`config.mk`:
```
export PLATFORM = sky130hd
export DESIGN_NAME = count_sequencer
export DESIGN_NICKNAME = d
export VERILOG_FILES = /design/src/rtl/count_sequencer.sv
export SDC_FILE = /design/constraint.sdc
export NUM_CORES = 1
export LEC_CHECK = 0
export BUFFER_PORTS_ARGS = -buffer_cell sky130_fd_sc_hd__buf_2
export CAP_MARGIN = 20
export CORE_UTILIZATION = 54
export DETAILED_ROUTE_END_ITERATION = 6
export PLACE_DENSITY = 0.84
export SLEW_MARGIN = 10
export SYNTH_ARGS = -nofsm -noshare
export SYNTH_HDL_FRONTEND = slang
export SYNTH_SLANG_ARGS = --single-unit
```
`constraint.sdc`:
```
create_clock -name clk -period 2.2 [get_ports clk]
set_clock_uncertainty 0.1 [all_clocks]
set_input_delay 0.11 -clock clk [delete_from_list [all_inputs] [get_ports clk]]
set_output_delay 0.11 -clock clk [all_outputs]
set_load 0.02 [all_outputs]
```
`src/rtl/count_sequencer.sv`:
```
// rtl/count_sequencer.sv - run-control sequencer for an external counter with enable
//
// Purpose:
//   Prescales clk into count ticks and drives the enable and clear of an
//   external synchronous binary counter. At the programmed terminal value it
//   either stops (one-shot, state DONE) or clears the counter and keeps
//   running (auto-reload).
//
// Ports:
//   clk          in   clock, rising edge
//   rst          in   synchronous active-high reset
//   start        in   start from IDLE/DONE, resume from PAUSE
//   stop         in   pause request while running
//   clr          in   abort to IDLE and clear the counter
//   mode_reload  in   1 = auto-reload at limit, 0 = one-shot
//   presc        in   prescaler reload value, tick period = presc+1 clocks
//   limit        in   terminal count value
//   cnt_val      in   current value of the external counter
//   cnt_ena      out  counter enable, one cycle per non-terminal tick
//   cnt_clr      out  counter clear
//   tc           out  terminal-count pulse
//   busy         out  state is RUN or PAUSE
//   done         out  state is DONE
module count_sequencer #(
  parameter int Dwidth = 4,
  parameter int Pwidth = 8
) (
  input  logic              clk,
  input  logic              rst,
  input  logic              start,
  input  logic              stop,
  input  logic              clr,
  input  logic              mode_reload,
  input  logic [Pwidth-1:0] presc,
  input  logic [Dwidth-1:0] limit,
  input  logic [Dwidth-1:0] cnt_val,
  output logic              cnt_ena,
  output logic              cnt_clr,
  output logic              tc,
  output logic              busy,
  output logic              done
);

  typedef enum logic [1:0] {
    IDLE  = 2'd0,
    RUN   = 2'd1,
    PAUSE = 2'd2,
    DONE  = 2'd3
  } state_t;

  state_t            state, state_nxt;
  logic [Pwidth-1:0] psc, psc_nxt;
  logic [Pwidth-1:0] presc_sh;
  logic [Dwidth-1:0] limit_sh;
  logic              mode_sh;

  logic start_acc;
  logic run_act;
  logic tick;
  logic at_lim;

  // Decodes shared by next-state and output logic. Priority rst > clr > stop
  // > start is folded in here so a suppressed command can never leak a tick
  // or a clear.
  always_comb begin
    start_acc = ((state == IDLE) || (state == DONE)) && start && !stop && !clr && !rst;
    run_act   = (state == RUN) && !stop && !clr && !rst;
    tick      = run_act && (psc == presc_sh);
    at_lim    = (cnt_val == limit_sh);
  end

  // State register, prescaler and shadow configuration.
  always_ff @(posedge clk) begin
    if (rst) begin
      state    <= IDLE;
      psc      <= '0;
      presc_sh <= '0;
      limit_sh <= '0;
      mode_sh  <= 1'b0;
    end else begin
      state <= state_nxt;
      psc   <= psc_nxt;
      if (start_acc) begin
        presc_sh <= presc;
        limit_sh <= limit;
        mode_sh  <= mode_reload;
      end
    end
  end

  // Next-state logic.
  always_comb begin
    state_nxt = state;
    psc_nxt   = psc;
    if (clr) begin
      state_nxt = IDLE;
      psc_nxt   = '0;
    end else begin
      case (state)
        IDLE, DONE: begin
          if (start_acc) begin
            state_nxt = RUN;
            psc_nxt   = '0;
          end
        end
        RUN: begin
          if (stop) begin
            state_nxt = PAUSE;
          end else if (tick) begin
            psc_nxt = '0;
            if (at_lim && !mode_sh) state_nxt = DONE;
          end else begin
            psc_nxt = psc + 1'b1;
          end
        end
        PAUSE: begin
          // Resume keeps the prescaler phase and the counter contents.
          if (start && !stop) state_nxt = RUN;
        end
        default: state_nxt = IDLE;
      endcase
    end
  end

  // Output decode. A terminal tick never enables the counter, so cnt_ena and
  // cnt_clr stay mutually exclusive.
  always_comb begin
    cnt_ena = tick && !at_lim;
    tc      = tick && at_lim;
    cnt_clr = rst || clr || start_acc || (tick && at_lim && mode_sh);
    busy    = (state == RUN) || (state == PAUSE);
    done    = (state == DONE);
  end

endmodule

```
==> summary.md <==
| Metric | Value |
|---|---|
| RSZ-0062 raised after global routing | `yes` |
| Crit path arrival time | `2.02 ns` |
| Reg2reg end | `psc[5]$_SDFFE_PP0P_` |
| Bufs on Longest Clock Path | `2` |
| Least-Margin Pin Slew | `0.6197 ns` |
| Layout Cell Area excl Fill | `1858 um2` |
| Most frequent cells in the layout | `buf_2 (24), dfxtp_1 (19), nand2b_1 (16)` |
| Leakage | `0.0007026 uW` |
| Post-layout nets | `234` |
| Most common cell after layout, fill and taps aside | `buf_2` |
| Drt wl/cell | `15.89 um` |
| Port Buffers | `26` |
| Initial Utilization | `0.5781` |
| Root Buffer | `clkbuf_4` |
| Type of the worst min-delay path | `primary input to register` |
| R2R setup slack | `0.11 ns` |
| Worst relative slew slack | `0.5841` |
| GRT overflow | `0` |
| Clock sinks | `23` |
| Number of global-route vias before repair | `1,311` |
| R2R depth | `6` |
| Max Fclk | `448.2 MHz` |
| Min-Delay Endpoint | `psc[0]$_SDFFE_PP0P_` |
| Worst Path Required | `1.99 ns` |
| Placed instance area | `1598 um2` |
| Final Hold Fails | `0` |
| Total design power | `760.6 uW` |
| All-Layer GR Usage | `0.2732` |
| Clk_lat worst skew | `0.31 ns` |
| Io pins | `27` |
| Reg-to-reg startpoint | `state[0]$_SDFFE_PP0P_` |
| Initial antenna violation count | `0` |
| Final Cycle Share | `1.014` |
| Layout area overhead | `28.57%` |
| CP Class | `register to primary output` |
| VDD IR max | `0.3453 mV` |
| Post-synthesis instance total | `163` |
| Core area | `2500 um2` |
| Max-slew violations | `0` |
| Die height | `53.73 um` |
| Via-per-instance ratio | `5.911` |
| Synth Register Bits | `23` |
| Final worst slack | `-0.03107 ns` |
| Setup crit start | `state[1]$_SDFFE_PP0P_` |
| Proportion of layout cells with a drive suffix above 1 | `0.2947` |
| Ys Warns | `0` |
| Syn Nets | `189` |
| Chip Width | `53.73 um` |
| Hold_ws | `0.1521 ns` |
| Pwr per Cell Area | `409.4 nW/um2` |
| Failing checks | `negative setup slack` |
| Min Tclk post-route | `2.231 ns` |
| Synth cell types | `43` |
| Hold-critical path depth | `4` |
| Worst setup SP type | `register` |
| CTS Buf Count | `3` |
| Min-delay src | `clr` |
| Status | `finished, violations left` |
| First-pass GRT wire length | `5595 um` |
| Antenna Nets Post-Route | `0` |
| Clock transition at path regs | `0.13 ns` |
| DRT Pass-1 Iters | `4` |
| H-tree Lvls | `1` |
| Synth Area per Inst | `8.866 um2` |
| Initial DRC Count | `65` |
| CP max FO | `5` |
| Row cnt | `18` |
| Largest net degree at the start of global routing | `27` |
| Post-Synthesis Cell Area | `1445 um2` |
| Max cap viols | `0` |
| DRC Markers | `0` |
| Die area | `2887 um2` |
| Total wire length | `3767 um` |
| # setup viols final | `1` |
| Gpl congestion | `0.9272` |
| Antenna diode count | `0` |
| CP Capture Type | `primary output` |
| Via count | `1,401` |
| HPWL after DPL | `2326 um` |
| CTS tree | `yes` |
| Worst slack, placed | `0.1161 ns` |
| Seq/Total Area, Yosys | `0.3186` |
cells by family (layout without fill, tap and decap cells):
| family | Yosys count | count (layout) | share of synthesized area |
|---|---|---|---|
| flip-flops | 23 | 23 | 0.3186 |
| AND/OR/NAND/NOR | 69 | 69 | 0.2918 |
| AO/OA/AOI/OAI | 35 | 35 | 0.1939 |
| buffers and inverters | 14 | 58 | 0.05195 |
| adder cells (fa/ha/maj) | 4 | 4 | 0.03463 |
| XOR/XNOR | 18 | 18 | 0.1091 |
metal layers:
metal | global-route usage | up-vias | wire length (um)
li1 | - | 658 | -
met1 | 0.2867 | 671 | 1499
met4 | 0.09211 | 0 | 121
met5 | 0 | - | 0
met3 | 0.03955 | 16 | 151
met2 | 0.5391 | 56 | 1995
worst max-delay path: stages, from the launching register on:
cell and delay (ns):
dfxtp_2 0.36, inv_2 0.07, ha_4 0.16, nor4b_4 0.24, nand3_1 0.14, or3b_4 0.45
nor2b_4 0.14, buf_6 0.13
state kept, by name, summed over array words and instances (netlist names):
name,flops
psc,8
mode_sh,1
presc_sh,8
state,2
limit_sh,4
how the worst max path moves through the flow:
stage	cells after the start	end
3_3_place_gp	6	psc[2]$_SDFFE_PP0P_
4_1_cts	7	tc
2_1_floorplan	6	tc
3_5_place_dp	6	psc[5]$_SDFFE_PP0P_
5_1_grt	7	tc
6_report	7	tc
repair_timing:
item	CTS	global route
endpoints found under the setup margin	3	4
hold endpoints to repair	13	0
pin swaps	1	3
resized for setup	6	14
hold buffers	13	0
setup buffers	0	4
cell type report:
class / instances / area, um2
Clock buffer: 4 / 26.28
Fill cell: 179 / 641.9
Inverter: 6 / 22.52
Multi-Input combinational cell: 126 / 963.4
Sequential cell: 23 / 467.9
Tap cell: 30 / 37.54
Timing Repair Buffer: 48 / 340.3
stage by stage:
stage          std cells   TNS, ns  utilization
4_1_cts              233         0       0.7142
5_1_grt              237  -0.05677       0.7432
3_3_place_gp         216         0       0.6391
3_5_place_dp         216         0       0.6391
6_report             237  -0.03107       0.7432
2_1_floorplan        163         0            -
synthesized netlist by cell type:
cell type	number	share of area
or3b_1	1	0.0061
ha_1	4	0.035
a21oi_1	3	0.010
a31o_2	1	0.0061
nor4_1	2	0.0087
xnor2_1	8	0.048
o41ai_1	1	0.0061
nand2_1	14	0.036
nand4_1	2	0.0087
a2111oi_4	3	0.057
and2_1	2	0.0087
a22oi_1	1	0.0052
o21ai_0	15	0.052
nand3b_1	1	0.0052
buf_4	1	0.0052
dfxtp_1	23	0.32
o21a_1	1	0.0052
and4bb_2	1	0.0087
or2_1	1	0.0043
buf_6	2	0.016
o32ai_1	1	0.0061
or2_2	2	0.0087
a211oi_1	4	0.021
inv_1	6	0.016
xor2_1	10	0.061
nand3_1	8	0.028
and3_1	1	0.0043
nor3_1	4	0.014
nand2b_1	16	0.069
nand4bb_1	1	0.0078
clkbuf_1	2	0.0052
buf_2	3	0.010
nand4b_1	1	0.0061
a21o_1	2	0.010
nor4b_2	2	0.021
nor3_2	3	0.021
o31ai_1	1	0.0052
a211o_1	1	0.0061
o21ai_1	1	0.0035
nor2_2	1	0.0043
nor2b_1	2	0.0087
nor3b_1	1	0.0052
nor2_1	3	0.0078
power breakdown:
part / switching (uW) / internal (uW)
logic: 64.7 / 63.6
clock network: 129 / 70.8
registers: 7.49 / 425
total: 201 / 560
(Power assumes the default switching activity.)
